--- src/rtl/fifo_uart_tx_pkg.sv ---
// Shared types and widths for the FIFO-draining UART transmitter.
package uart_pkg;

    typedef enum logic [1:0] {IDLE, START, DATA, STOP} tx_state_t;

    localparam int DATA_W = 8;

endpackage

--- src/rtl/fifo_uart_tx_bit_timer.sv ---
// Per-bit cycle counter: counts 0..BIT_DIV-1, restarting on clr or wrap.
module bit_timer #(
    parameter int unsigned BIT_DIV = 2
) (
    input  logic clk,
    input  logic rst,
    input  logic clr,
    output logic bit_end
);

    localparam int unsigned CW = $clog2(BIT_DIV);

    logic [CW-1:0] cnt;

    assign bit_end = (cnt == CW'(BIT_DIV - 1));

    always_ff @(posedge clk or posedge rst) begin
        if (rst) begin
            cnt <= '0;
        end else if (clr || bit_end) begin
            cnt <= '0;
        end else begin
            cnt <= cnt + 1'b1;
        end
    end

endmodule

--- src/rtl/fifo_uart_tx.sv ---
// Pops bytes from a first-word-fall-through FIFO and sends each as an 8N1 UART frame.
module fifo_uart_tx
    import uart_pkg::*;
#(
    parameter int CLK_FREQ = 100_000_000,
    parameter int BAUD     = 9600
) (
    input  logic              clk,
    input  logic              rst,
    input  logic              empty,
    input  logic [DATA_W-1:0] rdata,
    output logic              re,
    output logic              tx,
    output logic              busy,
    output logic              tx_done
);

    localparam int BIT_DIV = CLK_FREQ / BAUD;

    if (BIT_DIV < 2) begin : g_bad_div
        $error("fifo_uart_tx: CLK_FREQ/BAUD must be at least 2");
    end

    tx_state_t         state, state_d;
    logic [DATA_W-1:0] shift, shift_d;
    logic [2:0]        idx, idx_d;
    logic              tx_q, tx_d;
    logic              clr, bit_end;

    bit_timer #(.BIT_DIV(BIT_DIV)) u_timer (
        .clk     (clk),
        .rst     (rst),
        .clr     (clr),
        .bit_end (bit_end)
    );

    // re is gated by rst so no byte is popped (and lost) while held in reset.
    always_comb begin
        state_d = state;
        shift_d = shift;
        idx_d   = idx;
        re      = 1'b0;
        tx_done = 1'b0;
        case (state)
            IDLE: begin
                if (!empty && !rst) begin
                    re      = 1'b1;
                    shift_d = rdata;
                    state_d = START;
                end
            end
            START: begin
                if (bit_end) state_d = DATA;
            end
            DATA: begin
                if (bit_end) begin
                    shift_d = shift >> 1;
                    idx_d   = idx + 3'd1;
                    if (idx == 3'd7) state_d = STOP;
                end
            end
            STOP: begin
                if (bit_end) begin
                    tx_done = 1'b1;
                    state_d = IDLE;
                end
            end
            default: state_d = IDLE;
        endcase
    end

    // Line level is computed from the next state so tx changes on the same edge as state.
    always_comb begin
        tx_d = 1'b1;
        case (state_d)
            START:   tx_d = 1'b0;
            DATA:    tx_d = shift_d[0];
            default: tx_d = 1'b1;
        endcase
    end

    assign clr  = (state_d != state);
    assign tx   = tx_q;
    assign busy = (state != IDLE);

    always_ff @(posedge clk or posedge rst) begin
        if (rst) begin
            state <= IDLE;
            shift <= '0;
            idx   <= '0;
            tx_q  <= 1'b1;
        end else begin
            state <= state_d;
            shift <= shift_d;
            idx   <= idx_d;
            tx_q  <= tx_d;
        end
    end

endmodule

--- config.mk ---
export PLATFORM = sky130hd
export DESIGN_NAME = fifo_uart_tx
export DESIGN_NICKNAME = d
export VERILOG_FILES = /design/src/rtl/fifo_uart_tx_pkg.sv /design/src/rtl/fifo_uart_tx_bit_timer.sv /design/src/rtl/fifo_uart_tx.sv
export SDC_FILE = /design/constraint.sdc
export NUM_CORES = 1
export LEC_CHECK = 0
export BUFFER_PORTS_ARGS = -buffer_cell sky130_fd_sc_hd__buf_2
export CORE_UTILIZATION = 30
export CTS_BUF_LIST = sky130_fd_sc_hd__clkbuf_2
export DETAILED_ROUTE_END_ITERATION = 6
export HOLD_SLACK_MARGIN = 0.08
export PLACE_DENSITY = 0.42
export SYNTH_ARGS = -nofsm -noshare
export SYNTH_HDL_FRONTEND = slang
export SYNTH_SLANG_ARGS = --single-unit
--- constraint.sdc ---
create_clock -name clk -period 5.62 [get_ports clk]
set_input_delay 0.281 -clock clk [delete_from_list [all_inputs] [get_ports clk]]
set_output_delay 0.281 -clock clk [all_outputs]
set_load 0.005 [all_outputs]
==> qor_table.md <==
| Result | Reported |
|:---|:---|
| Outcome | complete, no violations |
| Total die area | 0.00494 mm2 |
| Starting density of the core | 0.317 |
| Final setup margin | 3.07 ns |
| Cell type of the slowest stage on the worst timing path | nor3_1 |
| DRC violation total after the first TritonRoute iteration | 68 |
| Post-detailed-placement cell area | 0.00151 mm2 |
| Global-route wire length before repair | 4650 um |
| Buffers from clock root to sink, at most | 2 |
| Routed len/inst | 14.0 um |
| Fraction of layout instances using a drive strength above 1 | 0.181 |
| Post-Synthesis Cell Area | 0.00140 mm2 |
| Remaining design rule violation count | 0 |
| Design area | 0.00153 mm2 |
| Sink count of the clock tree | 28 |
| Root Buffer | clkbuf_2 |
| Sequence of cells on the critical path | or2_2 -> nor3_1 -> buf_2 |
| Warning count from the yosys run | 0 |
| Top post-synthesis cells by area | dfrtp_1, xnor2_1, nor2_1, a221o_1, and2_1 |
| Final non-filler cell total | 196 |
| Maximum resistive drop on vdd | 0.0796 mV |
| Clock insertion delay at the later pin of the skew report | 0.36 ns |
| Slew @ Worst Pin | 1.11 ns |
| Final critical-path required period | 2.55 ns |
| Number of iterations in the first detailed-routing pass | 4 |
| Die extent in y | 70.3 um |
| Worst-case setup slack after placement | 3.25 ns |
| Most frequent standard cell in the layout excluding fill and tap cells | dfrtp_1 |
| DIE WIDTH | 70.3 um |
| Fill cells | 449 |
| Setup-failing EPs final | 0 |
| Stage delay of the slowest cell on the critical path | 0.78 ns |
| Via count | 956 |
| Class of the most critical hold timing path | input port to asynchronous set/reset pin |
| Critical register-to-register path endpoint | u_timer.cnt[11] |
| Reported max-cap violation count | 0 |
| Most area-hungry cell type in the Yosys netlist | dfrtp_1 |
| Fmax | 393 MHz |
| Post-cts sizing count | 0 |
| Vias per cell | 4.88 |
| Number of buffers and inverters on the critical path | 1 |
| CTS clock-pin slew for the worst setup and hold paths | 0.27 ns |
| Final-report hold violation count | 0 |
| Area share of the leading cell type in the synthesized netlist | 0.483 |
| Routability cong. | 0.691 |
| Worst flop-to-flop path startpoint | state[1] |
| Register-to-Register Setup Slack | 3.22 ns |
| Number of buffers inserted by port buffering | 14 |
| Critical Path End Type | output pin |
| Post-synthesis sequential element count | 28 |
| Worst slew margin relative to its limit | 0.262 |
| End-of-flow core utilization | 0.348 |
| Placed cell count | 191 |
| P per Cell Area | 326 mW/mm2 |
| Most frequent cells in the layout | dfrtp_1, nor2_1, buf_2 |
| Area of the core | 0.00441 mm2 |
| Share of the clock period used by the worst path | 0.453 |
| Number of nets produced by synthesis | 144 |
| Antenna diode count | 0 |
| Number of H-tree levels | 1 |
| Number of standard-cell rows in the floorplan | 24 |
| Initial antenna violation count | 0 |
| CTS tree | built |
| I/O pin count | 15 |
| Number of nets in the finished design | 159 |
| Total grt overflow | 0 |
| Number of cells traversed by the worst register-to-register path | 4 |
| Post-Route Skew | 0.0223 ns |
| Arrival time at the worst endpoint | 2.27 ns |
| TritonCTS buffer count | 3 |
| Number of max-slew violations in the final report | 0 |
| HPWL after detailed placement | 1940 um |
| Data required time at the worst endpoint | 5.34 ns |
| Syn Area/Cell | 10.8 um2 |
| Sequential-to-total area share from yosys stat | 0.502 |
| Post-Route Setup TNS | 0 ns |
| Final ANT Viol Nets | 0 |
| Gate count of the mapped netlist | 130 |
| Via count of the first global-routing pass | 950 |
| Total wire length | 2750 um |
| Maximum fanout count along the critical path | 12 |
| Largest net degree at the start of global routing | 29 |
| Worst path top cell family by delay | simple AND/OR/NAND/NOR gates |
| Number of unique standard cell types used by synthesis | 34 |
| Type of the worst setup path | flip-flop to output pin |
| Global-route usage over all layers | 0.121 |
| Total leakage power | 0.693 nW |
| Area added between synthesis and finish | 9.76% |
| CP Launch Type | flip-flop |
| Setup repair after global routing missed its margin | false |
-- final cells by class --
cell class,count,area (um2),area share
sequential,28,702,0.458
multi-input combinational,91,646,0.421
timing repair buffer,15,80.1,0.0522
tap,52,65.1,0.0424
inverter,6,22.5,0.0147
clock buffer,3,15.0,0.00979
clock inverter,1,3.75,0.00245
-- routing by layer --
layer | track usage | vias up | wire, um
met1 | 0.171 | 462 | 1460
met2 | 0.182 | 8 | 1210
met4 | 0.0533 | 0 | 26
li1 | - | 484 | -
met3 | 0.0173 | 2 | 44
met5 | 0 | - | 0
-- per-stage QoR --
step	total power, W	hold WS (ns)
2_1_floorplan	0.000396	0.346
3_3_place_gp	0.000427	0.462
3_5_place_dp	0.000430	0.468
4_1_cts	0.000507	0.172
5_1_grt	0.000536	0.164
6_report	0.000500	0.164
-- flip-flops by register name (all words and copies together), names as in the netlist --
name	count
shift	8
tx	1
u_timer.cnt	14
state	2
idx	3
-- power breakdown --
group,total [W],internal [W],switching [W]
combinational,0.000118,0.0000599,0.0000577
sequential,0.000308,0.000251,0.0000570
clock,0.0000744,0.0000154,0.0000589
total,0.000500,0.000326,0.000174
-- cell usage after synthesis, drive strengths merged --
cell type	count
and3b	1
or2	2
a21oi	1
inv	6
nand3	4
mux2	2
nand2	7
clkbuf	2
nand4	3
o21ai	2
a311o	1
xor2	3
xnor2	11
dfrtp	27
a311oi	1
and3	1
dfstp	1
o31ai	1
nor4	4
buf	3
and2	7
nor3	5
or3	2
a221o	7
nand2b	1
ha	3
nor2	19
nand4bb	2
mux2i	1
-- cell families (layout without fill, tap and decap cells) --
family                     after synthesis  in the layout  synth area share
xor gates and xnor gates                14             14            0.0877
buffers and inverters                   11             25            0.0358
adders and majority gates                3              3            0.0269
AOI/OAI and AO/OA                       13             13            0.0797
muxes                                    3              3            0.0233
DFF                                     28             28             0.502
and+or+nand+nor                         58             58             0.244
-- repair_timing --
item,CTS,global route
buffers inserted,0,0
hold endpoints to repair,1,0
hold buffers,1,0
-- worst max-delay path by stage --
stage                              start  cells after the start               to
final                           state[1]                      3               re
after global placement          state[0]                      4         shift[6]
after CTS                       state[1]                      3               re
after detailed placement        state[1]                      4         shift[6]
after floorplan           u_timer.cnt[0]                      7  u_timer.cnt[10]
after global routing            state[1]                      3               re
No activity file was read; power rests on OpenSTA's default activity.
